[src/rtl/router_input_port.sv]
// Input-port flit FIFO plus wormhole route holder feeding the XY route-compute block and the switch.
// Optional macro ROUTE_CHECK_EN: reject non-one-hot routes and drain the offending packet.
module router_input_port #(
    parameter int FLIT_W = 10,
    parameter int DEPTH  = 4,
    parameter int PTR_W  = 2
) (
    input  logic              clk,
    input  logic              rst_n,
    input  logic [FLIT_W-1:0] in_flit,
    input  logic              in_valid,
    output logic              in_ready,
    output logic [7:0]        route_hdr,
    input  logic [4:0]        route_req_in,
    output logic [FLIT_W-1:0] out_flit,
    output logic              out_valid,
    output logic [4:0]        out_req,
    input  logic              out_grant,
    output logic              hdr_err,
    output logic              route_err
);

`ifdef ROUTE_CHECK_EN
    typedef enum logic [1:0] {IDLE, ROUTE, ACTIVE, DRAIN} state_t;
`else
    typedef enum logic [1:0] {IDLE, ROUTE, ACTIVE} state_t;
`endif

    localparam logic [PTR_W:0] FULL_COUNT = DEPTH[PTR_W:0];

    logic [FLIT_W-1:0] mem [DEPTH];
    logic [PTR_W-1:0]  wr_ptr_reg;
    logic [PTR_W-1:0]  rd_ptr_reg;
    logic [PTR_W:0]    count_reg;
    logic [4:0]        req_reg;
    logic [4:0]        req_next;
    state_t            state_reg;
    state_t            state_next;

    logic              push;
    logic              pop;
    logic              empty;
    logic [FLIT_W-1:0] head;
    logic              is_head;
    logic              is_tail;

    // Full is judged on registered count only, so a same-cycle pop never frees a slot early.
    assign in_ready  = (count_reg != FULL_COUNT);
    assign push      = in_valid && in_ready;
    assign empty     = (count_reg == '0);
    assign head      = mem[rd_ptr_reg];
    assign is_head   = head[FLIT_W-1];
    assign is_tail   = head[FLIT_W-2];
    assign route_hdr = head[7:0];
    assign out_req   = req_reg;

    always_ff @(posedge clk) begin
        if (push) begin
            mem[wr_ptr_reg] <= in_flit;
        end
    end

    always_ff @(posedge clk) begin
        if (!rst_n) begin
            wr_ptr_reg <= '0;
            rd_ptr_reg <= '0;
            count_reg  <= '0;
            req_reg    <= '0;
            state_reg  <= IDLE;
        end else begin
            if (push) wr_ptr_reg <= wr_ptr_reg + 1'b1;
            if (pop)  rd_ptr_reg <= rd_ptr_reg + 1'b1;
            case ({push, pop})
                2'b10:   count_reg <= count_reg + 1'b1;
                2'b01:   count_reg <= count_reg - 1'b1;
                default: count_reg <= count_reg;
            endcase
            req_reg   <= req_next;
            state_reg <= state_next;
        end
    end

`ifdef ROUTE_CHECK_EN
    logic route_err_c;
    logic req_onehot;
    assign req_onehot = (route_req_in != 5'b0) && ((route_req_in & (route_req_in - 5'd1)) == 5'b0);
    assign route_err  = route_err_c;
`else
    assign route_err = 1'b0;
`endif

    always_comb begin
        state_next = state_reg;
        req_next   = req_reg;
        pop        = 1'b0;
        out_valid  = 1'b0;
        out_flit   = '0;
        hdr_err    = 1'b0;
`ifdef ROUTE_CHECK_EN
        route_err_c = 1'b0;
`endif
        case (state_reg)
            IDLE: begin
                if (!empty) begin
                    if (is_head) begin
                        state_next = ROUTE;
                    end else begin
                        pop     = 1'b1;
                        hdr_err = 1'b1;
                    end
                end
            end
            ROUTE: begin
`ifdef ROUTE_CHECK_EN
                if (req_onehot) begin
                    req_next   = route_req_in;
                    state_next = ACTIVE;
                end else begin
                    // Discard the head here; a single-flit packet is then already gone.
                    route_err_c = 1'b1;
                    req_next    = '0;
                    pop         = 1'b1;
                    state_next  = is_tail ? IDLE : DRAIN;
                end
`else
                req_next   = route_req_in;
                state_next = ACTIVE;
`endif
            end
            ACTIVE: begin
                out_valid = !empty;
                if (!empty) out_flit = head;
                if (!empty && out_grant) begin
                    pop = 1'b1;
                    if (is_tail) begin
                        state_next = IDLE;
                        req_next   = '0;
                    end
                end
            end
`ifdef ROUTE_CHECK_EN
            DRAIN: begin
                if (!empty) begin
                    pop = 1'b1;
                    if (is_tail) state_next = IDLE;
                end
            end
`endif
            default: state_next = IDLE;
        endcase
    end

endmodule

[config.mk]
export PLATFORM = sky130hd
export DESIGN_NAME = router_input_port
export DESIGN_NICKNAME = d
export VERILOG_FILES = /design/src/rtl/router_input_port.sv
export SDC_FILE = /design/constraint.sdc
export NUM_CORES = 1
export LEC_CHECK = 0
export ABC_AREA = 1
export CAP_MARGIN = 0
export CORE_MARGIN = 10
export CORE_UTILIZATION = 45
export DETAILED_ROUTE_END_ITERATION = 12
export PLACE_DENSITY = 0.77
export SETUP_SLACK_MARGIN = 0.05
export SYNTH_ARGS = -nofsm -noshare
export SYNTH_HDL_FRONTEND = slang
export SYNTH_SLANG_ARGS = --single-unit
[constraint.sdc]
create_clock -name clk -period 2.96 [get_ports clk]
set_input_delay 0.74 -clock clk [delete_from_list [all_inputs] [get_ports clk]]
set_output_delay 0.74 -clock clk [all_outputs]
set_load 0.02 [all_outputs]
==> results.cfg, run 1 <==
[status]
status = completed

[floorplan]
core-area_um2 = 5200
die_height_um = 94.1
ios = 46
dieArea_um2 = 8850
die_x_um = 94.1
rows = 26
start_util_pct = 47.5

[final_layout]
largest_register_ffs = 40
antennaDiodeCount = 0
drive_above_1_share_pct = 14.4
post-route-util_pct = 60.0
regArea_um2 = 1530
nFillCells = 417
area_delta_synth_final_pct = 26.5
final_nets = 314
multi_input_comb_area_um2 = 762

[place]
gp_congestion = 0.763
port_buffers = 44
dpl.hpwl_um = 3490

[clock_network]
cts_buffer_depth = 2
clk_latency_ns = 0.31
cts_buffers = 5
clk_pin_slew_ns = 0.09
cts_setup_buffers = 0
htreeDepth = 2
cts_tree = yes
hold_buffers = 0
cts_root_buf = clkbuf_8
cts_sinks = 56

[drt]
via_per_inst = 4.77
drt-total-wl_um = 4730
first_iter_violations = 74
firstDrtPassIters = 4
num_vias = 1722
wl_per_cell_um = 13.1
route.detailed.drc = 0
postRouteAntennaNets = 0

[critical_path]
critPathKind = reg2out
reg2regPathDepth = 13
crit_required_ns = 2.22
critPathMaxFanout = 18
cp-start-kind = register
arrival_ns = 2.02
endpoint_kind = output pin

[global_routing]
gr-total-overflow = 0
grt_pass1_wl_um = 7550
grt_use_total_pct = 10.8
antenna_found_initial = 0
grt_pass1_vias = 1587
grt_max_degree = 20

[sta]
hold_viol_final = 0
clock.fmax_ghz = 0.363
rsz0062_at_grt = no
tns_ns = 0
finalSetupViolCount = 0
fin_worst_skew_ns = 0.00408
final.period_utilization_pct = 93.1
min_period_ns = 2.76
slew_violations = 0

[logic_synthesis]
synth.most_common_cell = edfxtp_1
synth_seq_cells = 56
synth_edf_count = 40
synth_top_area_share_pct = 48.6
synth_cell_types = 30
synth_area_per_cell_um2 = 10.2
ys_seq_area_share_pct = 61.6
synth_top_flop_cell = edfxtp_1
synth.top_cells.by_count = edfxtp_1, nand2_1, inv_1, nor2_1, dfxtp_1
synth_top_area_cell = edfxtp_1
async_flop_share_pct = 0
syn_inst = 241
yosysWarnings = 0
synth_nets = 265
synthesis.area_um2 = 2470
ys_top_cells_by_area = edfxtp_1, dfxtp_1, nand2_1

[pwr]
p_per_area_nw_per_um2 = 885
p_leak_nw = 1.28
ir_worst_vdd_v = 0.000386

[hold_path]
hold_path_depth = 2
hold_path_class = reg2reg

[run]
maxCapViolCount = 0
## area by class of cell
type                    instances  share of cell area [%]
flip-flops and latches         56                    48.8
clock buffers                   6                    2.32
multi-input cells             139                    24.4
repair buffers                 50                    15.6
clock inverters                 2                    1.24
inverters                      38                    4.81
well taps                      70                    2.80
## path summary, 6_finish.rpt
| path | from | end | slack [ns] |
|---|---|---|---|
| hold / removal | rd_ptr_reg[1] | rd_ptr_reg[1] | 0.50 |
| setup reg to reg | count_reg[0] | count_reg[2] | 0.85 |
| setup / recovery | register | out_flit[5] | 0.20 |
| hold reg to reg | rd_ptr_reg[1] | rd_ptr_reg[1] | 0.50 |
## stage by stage
| stage | power (mW) | cell area, um^2 | setup WS, ns | hold slack [ns] | cells |
|---|---|---|---|---|---|
| floorplan | 1.86 | 2470 | 0.649 | 0.452 | 241 |
| global placement | 2.26 | 3000 | 0.298 | 0.462 | 353 |
| detailed placement | 2.29 | 3000 | 0.247 | 0.479 | 353 |
| CTS | 2.78 | 3110 | 0.0766 | 0.492 | 361 |
| global route | 2.96 | 3120 | 0.0644 | 0.535 | 361 |
| finish | 2.77 | 3120 | 0.204 | 0.496 | 361 |
## what timing repair did
| action | in CTS | in global routing |
|---|---|---|
| resized for setup | 1 | 5 |
| endpoints found under the hold margin | 0 | 0 |
| setup endpoints to repair | 9 | 10 |
## routing by layer
layer	up-vias	part of all wire, %	GRT usage, %	wire, um
met3	5	4.3	2.96	203
met5	-	0	0	0
li1	890	-	-	-
met2	30	52	18.8	2440
met4	0	1.7	4.56	81
met1	797	42	12.2	2010
## layout by cell type, fill, tap and decap left out, types with 2 or more instances in the layout
master            n
edfxtp_1         40
buf_4             6
nand3_2           2
clkdlybuf4s50_1  43
nand2_2           4
nor2_2           10
nand2_1          37
inv_2             4
inv_1            32
dfxtp_1          15
nand2_4           3
o21ai_1           8
nand3_1           6
clkbuf_8          5
ha_1              4
o21ai_0           3
o21bai_1          2
a21oi_1          13
a32oi_1           8
nor2_1           31
## worst max-delay path, stage by stage, from the launching register on
cell and delay [ns]:
dfxtp_1 0.35, inv_2 0.26, a21oi_1 0.07, a32oi_1 0.24, inv_1 0.07, nor2_1 0.09
clkdlybuf4s50_1 0.62
## kinds of logic after synthesis
| kind of cell | count (synthesis) | synth area share (%) |
|---|---|---|
| AND/OR/NAND/NOR | 96 | 18.4 |
| flip-flops | 56 | 61.6 |
| other | 1 | 0.152 |
| buffers and inverters | 46 | 7.75 |
| AO/OA/AOI/OAI | 37 | 9.27 |
| adder cells (fa/ha/maj) | 5 | 2.84 |
## power by group
part | switching [mW] | internal [mW]
clock | 0.242 | 0.256
combinational | 0.711 | 0.487
sequential | 0.0927 | 0.978
total | 1.05 | 1.72
Note: power is estimated with default switching activity, not from simulation.
==> run 2: changes to the inputs <==
--- a/config.mk
+++ b/config.mk
@@ -8,9 +8,9 @@
 export ABC_AREA = 1
 export CAP_MARGIN = 0
 export CORE_MARGIN = 10
-export CORE_UTILIZATION = 45
+export CORE_UTILIZATION = 55
 export DETAILED_ROUTE_END_ITERATION = 12
-export PLACE_DENSITY = 0.77
+export PLACE_DENSITY = 0.91
 export SETUP_SLACK_MARGIN = 0.05
 export SYNTH_ARGS = -nofsm -noshare
 export SYNTH_HDL_FRONTEND = slang
==> run 2 against run 1 <==
First-iteration DRC count grew 77%. Worst setup slack got worse by 0.028 ns. Hold slack improved by 0.0064 ns. Largest cell class unchanged. Largest power group unchanged.
==> results.cfg, run 2 (same netlist as run 1, synthesis figures left out) <==
[status]
status = completed

[place]
dpl.hpwl_um = 3710
place_area_um2 = 2980
post-place-ws_ns = 0.359
dp.cells = 335
gp_congestion = 0.827
port_buffers = 44

[final_layout]
drive_above_1_share_pct = 14.1
antennaDiodeCount = 0
largest_register_ffs = 40
final_nets = 314
fin_cells = 343
layout_common_cells = edfxtp_1, clkdlybuf4s50_1, nand2_1, inv_1, nor2_1
finalInstanceArea_um2 = 3090
layout_commonest_cell = edfxtp_1
area_delta_synth_final_pct = 24.9

[global_routing]
antenna_found_initial = 0
grt_use_total_pct = 13.7
gr-total-overflow = 0
grt_pass1_vias = 1847
grt_max_degree = 20
grt_pass1_wl_um = 8310

[drt]
num_vias = 1773
wl_per_cell_um = 15.1
wl_met1_um = 2050
drt-total-wl_um = 5200
route.detailed.drc = 0
via_per_inst = 5.17
top_layer = met4
postRouteAntennaNets = 0
firstDrtPassIters = 4
met2WireLength_um = 2780
dr_wl_met3_um = 278
first_iter_violations = 131

[floorplan]
core-area_um2 = 4350
dieArea_um2 = 7570
start_util_pct = 56.7
rows = 24
ios = 46
die_height_um = 87.0
die_x_um = 87.0

[clock_network]
cts_buffer_depth = 2
cts_root_buf = clkbuf_8
cts_setup_buffers = 0
cts_sinks = 56
clk_pin_slew_ns = 0.09
hold_buffers = 0
clk_latency_ns = 0.30
cts_tree = yes
htreeDepth = 2
cts_buffers = 5

[sta]
min_period_ns = 2.78
tns_ns = 0
finalSetupViolCount = 0
hold_viol_final = 0
fin_worst_skew_ns = 0.00778
layout_setup_ws_ns = 0.175
clock.fmax_ghz = 0.359
rsz0062_at_grt = no
slew_violations = 0
final.period_utilization_pct = 94.1

[critical_path]
arrival_ns = 2.04
endpoint_kind = output pin
critPathKind = reg2out
crit_required_ns = 2.22
critPathMaxFanout = 14
reg2regPathDepth = 14
cp-start-kind = register

[pwr]
p_leak_nw = 1.35
p_total_mw = 2.70
p_per_area_nw_per_um2 = 875
ir_worst_vdd_v = 0.000490

[hold_path]
hold_path_depth = 2
hold_path_class = reg2reg

[run]
maxCapViolCount = 0
[run 2: changes by cell type in the layout (fill, tap and decap cells not counted), sizes merged]
cell,before,now
clkdlybuf4s50,43,38
dlymetal6s2s,1,6
clkbuf,6,8
bufinv,1,0
inv,38,37
[run 2: worst paths after layout]
check	startpoint	to	slack, ns
worst max-delay path	register	out_flit[2]	0.18
worst min register to register	out_req[1]	out_req[1]	0.50
worst max register to register	count_reg[0]	count_reg[2]	0.74
worst min-delay path	out_req[1]	out_req[1]	0.50
[run 2: metrics by stage]
step | utilization (%) | hold WS [ns]
floorplan | - | 0.452
global placement | 68.4 | 0.460
detailed placement | 68.4 | 0.477
CTS | 70.5 | 0.505
global route | 70.9 | 0.520
finish | 70.9 | 0.502
[run 2: where the power goes]
group          internal (mW)  switching (mW)
registers              0.975          0.0858
logic                  0.485           0.744
clock network          0.191           0.220
[run 2: critical path: stages (launching register included)]
cell             delay, ns
dfxtp_2               0.44
buf_4                 0.24
nand2_1               0.07
a32oi_1               0.24
inv_1                 0.06
nor2_1                0.08
clkdlybuf4s50_1       0.61
[run 2: layout make-up]
class,instances,area (um^2)
clock buffers,8,90.1
fillers,299,1270
inverters,38,150
multi-input cells,139,757
flip-flops and latches,56,1520
well taps,52,65.1
repair buffers,50,500
[run 2: layer usage]
| metal | GRT usage [%] | up-vias |
|---|---|---|
| met5 | 0 | - |
| met4 | 6.19 | 0 |
| met3 | 3.93 | 7 |
| met2 | 24.4 | 42 |
| met1 | 14.5 | 832 |
| li1 | - | 892 |
[run 2: repair_timing]
action / CTS / global route
gates resized for setup: 1 / 8
cloned: 0 / 0
setup endpoints to repair: 3 / 7
